File: config.mk
export PLATFORM = sky130hd
export DESIGN_NAME = dual_pe_mem_sequencer
export DESIGN_NICKNAME = d
export VERILOG_FILES = /design/src/rtl/dual_pe_mem_sequencer.sv
export SDC_FILE = /design/constraint.sdc
export NUM_CORES = 1
export LEC_CHECK = 0
export ABC_AREA = 1
export CORE_MARGIN = 2
export CORE_UTILIZATION = 38
export DETAILED_ROUTE_END_ITERATION = 10
export PLACE_DENSITY = 0.77
export SKIP_LAST_GASP = 1
export SLEW_MARGIN = 15
export SYNTH_ARGS = -nofsm -noshare
export SYNTH_HDL_FRONTEND = slang
export SYNTH_SLANG_ARGS = --single-unit
File: constraint.sdc
create_clock -name clk -period 1.6 [get_ports clk]
set_input_delay 0.48 -clock clk [delete_from_list [all_inputs] [get_ports clk]]
set_output_delay 0.48 -clock clk [all_outputs]
set_load 0.005 [all_outputs]
File: src/rtl/dual_pe_mem_sequencer.sv
// dual_pe_mem_sequencer
// Serialises the PE1/PE2 memory-stage accesses onto one shared data-memory
// port, PE1 (older) first, and holds both lanes with StallM until every
// access in the bundle has completed.
// Optional build macro: MEM_ST_LD_FWD_EN (PE1 store -> PE2 load same-word
// forwarding, which skips the PE2 memory access).
//
// state | meaning
// ------+--------------------------------------------------------------
// IDLE  | inspect bundle; launch PE1 (or PE2) access if one is needed
// ACC1  | PE1 access outstanding on the memory port
// ACC2  | PE2 access outstanding on the memory port
// DONE  | all accesses complete; stall released, bundle advances
module dual_pe_mem_sequencer #(
  parameter int DATA_W = 32,
  parameter int ADDR_W = 32
) (
  input  logic              clk,
  input  logic              rst,
  input  logic              MemWriteM1,
  input  logic              MemWriteM2,
  input  logic              ResultSrcM1,
  input  logic              ResultSrcM2,
  input  logic [ADDR_W-1:0] ALU_ResultM1,
  input  logic [ADDR_W-1:0] ALU_ResultM2,
  input  logic [DATA_W-1:0] WriteDataM1,
  input  logic [DATA_W-1:0] WriteDataM2,
  output logic              StallM,
  output logic [DATA_W-1:0] ReadDataM1,
  output logic [DATA_W-1:0] ReadDataM2,
  output logic              mem_req,
  output logic              mem_we,
  output logic [ADDR_W-1:0] mem_addr,
  output logic [DATA_W-1:0] mem_wdata,
  input  logic [DATA_W-1:0] mem_rdata,
  input  logic              mem_ready
);

  localparam logic [1:0] IDLE = 2'd0;
  localparam logic [1:0] ACC1 = 2'd1;
  localparam logic [1:0] ACC2 = 2'd2;
  localparam logic [1:0] DONE = 2'd3;

  logic [1:0] state;
  logic       need1;
  logic       need2;
  logic       isLoad1;
  logic       isLoad2;
  logic       fwdHit;

  // A lane with both store and load set is treated as a store.
  assign need1   = MemWriteM1 | ResultSrcM1;
  assign need2   = MemWriteM2 | ResultSrcM2;
  assign isLoad1 = ResultSrcM1 & ~MemWriteM1;
  assign isLoad2 = ResultSrcM2 & ~MemWriteM2;

`ifdef MEM_ST_LD_FWD_EN
  // PE2 load of the word PE1 is storing: take the data straight from PE1.
  assign fwdHit = MemWriteM1 & isLoad2 &
                  (ALU_ResultM1[ADDR_W-1:2] == ALU_ResultM2[ADDR_W-1:2]);
`else
  assign fwdHit = 1'b0;
`endif

  // Stall while a bundle needing memory sits in IDLE or an access is open.
  assign StallM = ((state == IDLE) & (need1 | need2)) |
                  (state == ACC1) | (state == ACC2);

  // Sequencer FSM with registered memory-port outputs and load capture.
  always_ff @(posedge clk or negedge rst) begin
    if (!rst) begin
      state      <= IDLE;
      mem_req    <= 1'b0;
      mem_we     <= 1'b0;
      mem_addr   <= '0;
      mem_wdata  <= '0;
      ReadDataM1 <= '0;
      ReadDataM2 <= '0;
    end else begin
      case (state)
        IDLE: begin
          if (need1) begin
            state     <= ACC1;
            mem_req   <= 1'b1;
            mem_we    <= MemWriteM1;
            mem_addr  <= ALU_ResultM1;
            mem_wdata <= WriteDataM1;
          end else if (need2) begin
            state     <= ACC2;
            mem_req   <= 1'b1;
            mem_we    <= MemWriteM2;
            mem_addr  <= ALU_ResultM2;
            mem_wdata <= WriteDataM2;
          end
        end
        ACC1: begin
          if (mem_ready) begin
            if (isLoad1) begin
              ReadDataM1 <= mem_rdata;
            end
            if (fwdHit) begin
              ReadDataM2 <= WriteDataM1;
              state      <= DONE;
              mem_req    <= 1'b0;
            end else if (need2) begin
              // Back-to-back: mem_req stays high into the PE2 access.
              state     <= ACC2;
              mem_we    <= MemWriteM2;
              mem_addr  <= ALU_ResultM2;
              mem_wdata <= WriteDataM2;
            end else begin
              state   <= DONE;
              mem_req <= 1'b0;
            end
          end
        end
        ACC2: begin
          if (mem_ready) begin
            if (isLoad2) begin
              ReadDataM2 <= mem_rdata;
            end
            state   <= DONE;
            mem_req <= 1'b0;
          end
        end
        default: begin
          state   <= IDLE;
          mem_req <= 1'b0;
        end
      endcase
    end
  end

endmodule

==> reports/results.md <==
* 298 — count of pins on the block boundary
* 2.039 ns — post-layout minimum cycle time
* 49090 microns — global-route wire length before repair
* 0.01848 sq mm — die outline area
* 0.01012 sq mm — placement-stage cell area
* 0.43 ns — worst-skew pair later-pin latency
* 909 — post-synthesis cell count
* 2.32 ns — arrival time reported for the critical path endpoint
* flip-flop — kind of capture point of the worst setup path
* 8667 — number of global-route vias before repair
* 100.0% — share of synthesized flip-flops with an asynchronous set or reset
* 33.55% — simple-gate share of the synthesized area
* complete, but fails checks — result of the run
* 0 — number of routed nets with antenna violations
* 49.92% — register area share after synthesis
* 2 — Max clock buf depth
* 15120 microns — HPWL reported at the end of detailed placement
* 0% — xor/xnor cell area share of the yosys netlist
* 59.96% — slew margin rel.
* 17 — CTS buffer count
* 127.5% — share of the clock period used by the worst path
* 6.978 nW — leakage
* 0.01718 sq mm — Core Region
* 0 — number of warnings printed during yosys synthesis
* 42080 microns — wirelength, routed
* 0 — final hold vios
* 49.92% — area fraction of the dominant cell type after synthesis
* 106.4% — Area growth, synth to finish
* 2142 mW/mm^2 — pwr/cell area
* 9304 — via count
* 5.352% — post-synthesis compound-gate area fraction
* 1419 — Placed Cells incl. Taps
* 0.8438 — GPL Wtd Cong
* 1.88 ns — required time at the worst-slack endpoint
* flip-flop — Worst setup SP type
* dfrtp_1 — leading area contributor after synthesis
* 1530 — # nets final
* 1081 — Synthesized Nets
* 5 — number of antenna violations at the first check in global routing
* 297 — IO Port Bufs
* clkbuf_16 — Clock Root Buffer
* 5.822 — via count normalized by instance count
* 48 — num rows
* 0.9455% — fraction of the mapped netlist area in adder cells
* 6 — Pre-antenna DRT Iters
* 136.0 microns — die height
* flip-flop to flip-flop — worst hold-check path type
* 0% — mux share of post-synthesis cell area
* 0 — reported max-cap violation count
* 66 — pin count of the biggest net entering global routing
* flip-flop to flip-flop — category of the most critical setup path
* 0.4903 GHz — Achievable Freq
* 5 — CP Max Fanout
* dfrtp_1, nand2_1, nand3_1 — biggest area contributors in the synthesized netlist
* 1114 — initial detailed-routing violation count
* 17 — Netlist cell types
* 132 — clock net sink count
* 0.01366 sq mm — post-route cell area
* 4 — number of levels in the clock H-tree
* 0 — DRC violation count after routing
* 136.0 microns — die width
* 26.33 microns — routed length per placed instance
* 1.174 mV — largest voltage drop on the vdd net
* 0 — overflow left after global routing
* 7.279 sq um — Post-Synthesis Mean Instance Area
* -0.4394 ns — minimum setup slack in the final design
* 0.07 ns — clock-pin slew on the worst setup and hold paths
* simple AND/OR/NAND/NOR gates — combinational family with the most area after synthesis
* 0 — number of pins exceeding their max-slew limit in the final report
* yes — TritonCTS clock tree
* setup timing — violations in the final reports
* 134 — number of setup violations in the final report
* nand2_1 — cell with the most instances after synthesis
* 1598 — filler-free cell count of the finished design
* true — unrepaired setup endpoints after global routing
* 29.26 mW — total power draw
* 38.52% — Initial Util
* 0.009016 ns — largest clock skew in the final design
* 0 — number of synthesized flops with an enable pin
* 35.88% — GRT Total Usage
* 29.47% — fraction of final layout cells sized beyond drive strength 1
* nand2_1, dfrtp_1, nand3_1 — most frequent cells after synthesis
* 0.6006 ns — Tightest Pin Transition
* 0.006616 sq mm — post-synth design cell area
* dfrtp_1 — prevailing post-synth register cell
* 132 — #FFs+latches synth
critical path: stages (launching register included):
cell and delay, ns:
dfrtp_1 0.39, inv_2 0.08, buf_6 0.13, ha_4 0.16
buf_4 0.14, buf_6 0.11, nand2_2 0.11, nand2_8 0.11
buf_8 0.16, buf_12 0.14, buf_16 0.14, nand3_4 0.08
nand2_2 0.13
repair_timing:
item / CTS / global route
buffers inserted: 60 / 46
pin swaps: 65 / 17
endpoints found under the setup margin: 197 / 168
gates resized for setup: 342 / 175
gates cloned: 30 / 13
hold endpoints to repair: 28 / 0
hold buffers: 1 / 0
cells in the final DEF (no fill, tap or decap), drive strengths merged:
| cell | netlist | routed |
|---|---|---|
| diode | 0 | 2 |
| a21oi | 1 | 1 |
| nor2 | 5 | 5 |
| clkdlybuf4s15 | 0 | 44 |
| o21ai | 67 | 67 |
| dlygate4sd3 | 0 | 1 |
| inv | 108 | 116 |
| nand2 | 402 | 402 |
| clkdlybuf4s50 | 0 | 161 |
| clkbuf | 15 | 29 |
| nand4 | 3 | 3 |
| ha | 5 | 5 |
| o21bai | 1 | 1 |
| buf | 37 | 179 |
| clkinv | 0 | 2 |
| bufinv | 0 | 3 |
| dfrtp | 132 | 132 |
| clkinvlp | 0 | 1 |
| dlygate4sd2 | 0 | 86 |
| a31oi | 1 | 1 |
| nand3 | 132 | 132 |
registers in the layout (all words and copies together), names as in the netlist:
| register | count |
|---|---|
| ReadDataM1 | 32 |
| ReadDataM2 | 32 |
| mem_addr | 32 |
| mem_wdata | 32 |
| state | 2 |
| mem_req | 1 |
| mem_we | 1 |
cell families after synthesis:
group	after synthesis
and+or+nand+nor	542
AOI/OAI and AO/OA	70
buffers and inverters	160
adders and majority gates	5
DFF	132
per-layer routing:
layer  GRT usage [%]  up-vias  part of all wire (%)
met3           19.99      344                    17
met1           36.74     4280                    31
li1                -     3737                     -
met4           28.99        6                   8.9
met5               0        -                  0.19
met2           53.82      937                    43
final timing paths:
kind / to / slack (ns) / depth (start not counted) / startpoint
min reg2reg: ReadDataM1[17] / 0.48 / 2 / ReadDataM1[17]
min in group asynchronous: ReadDataM2[11] / 0.50 / 2 / rst
max reg2reg: mem_wdata[24] / -0.44 / 12 / state[1]
max: mem_wdata[24] / -0.44 / 12 / state[1]
max in group asynchronous: mem_addr[6] / 0.54 / 3 / rst
min: ReadDataM1[17] / 0.48 / 2 / ReadDataM1[17]
stage by stage:
step                setup TNS [ns]  setup slack [ns]  hold WS [ns]  utilization [%]
floorplan                        0           0.03186        0.1844                -
global placement            -47.02           -0.7508        0.3977            58.89
detailed placement          -49.29           -0.7460        0.3941            58.89
CTS                         -10.52           -0.2859        0.4827            73.79
global route                -28.31           -0.4499        0.4968            79.52
finish                      -24.32           -0.4394        0.4820            79.52
where the power goes:
part	internal (mW)	total [mW]	leakage (nW)	switching, mW
logic	9.56	18.7	5.04	9.12
clock network	2.55	4.27	0.307	1.72
registers	5.05	6.32	1.63	1.27
total	17.2	29.3	6.98	12.1
area by class of cell:
cell class,instances,area (sq um)
Clock inverter,14,190.2
Tap cell,225,281.5
Sequential cell,132,3308
Fill cell,935,3518
Clock buffer,18,439.2
Inverter,108,427.9
Timing Repair Buffer,482,5522
Antenna cell,2,5.005
Multi-Input combinational cell,617,3485
Note: power is estimated with default switching activity, not from simulation.
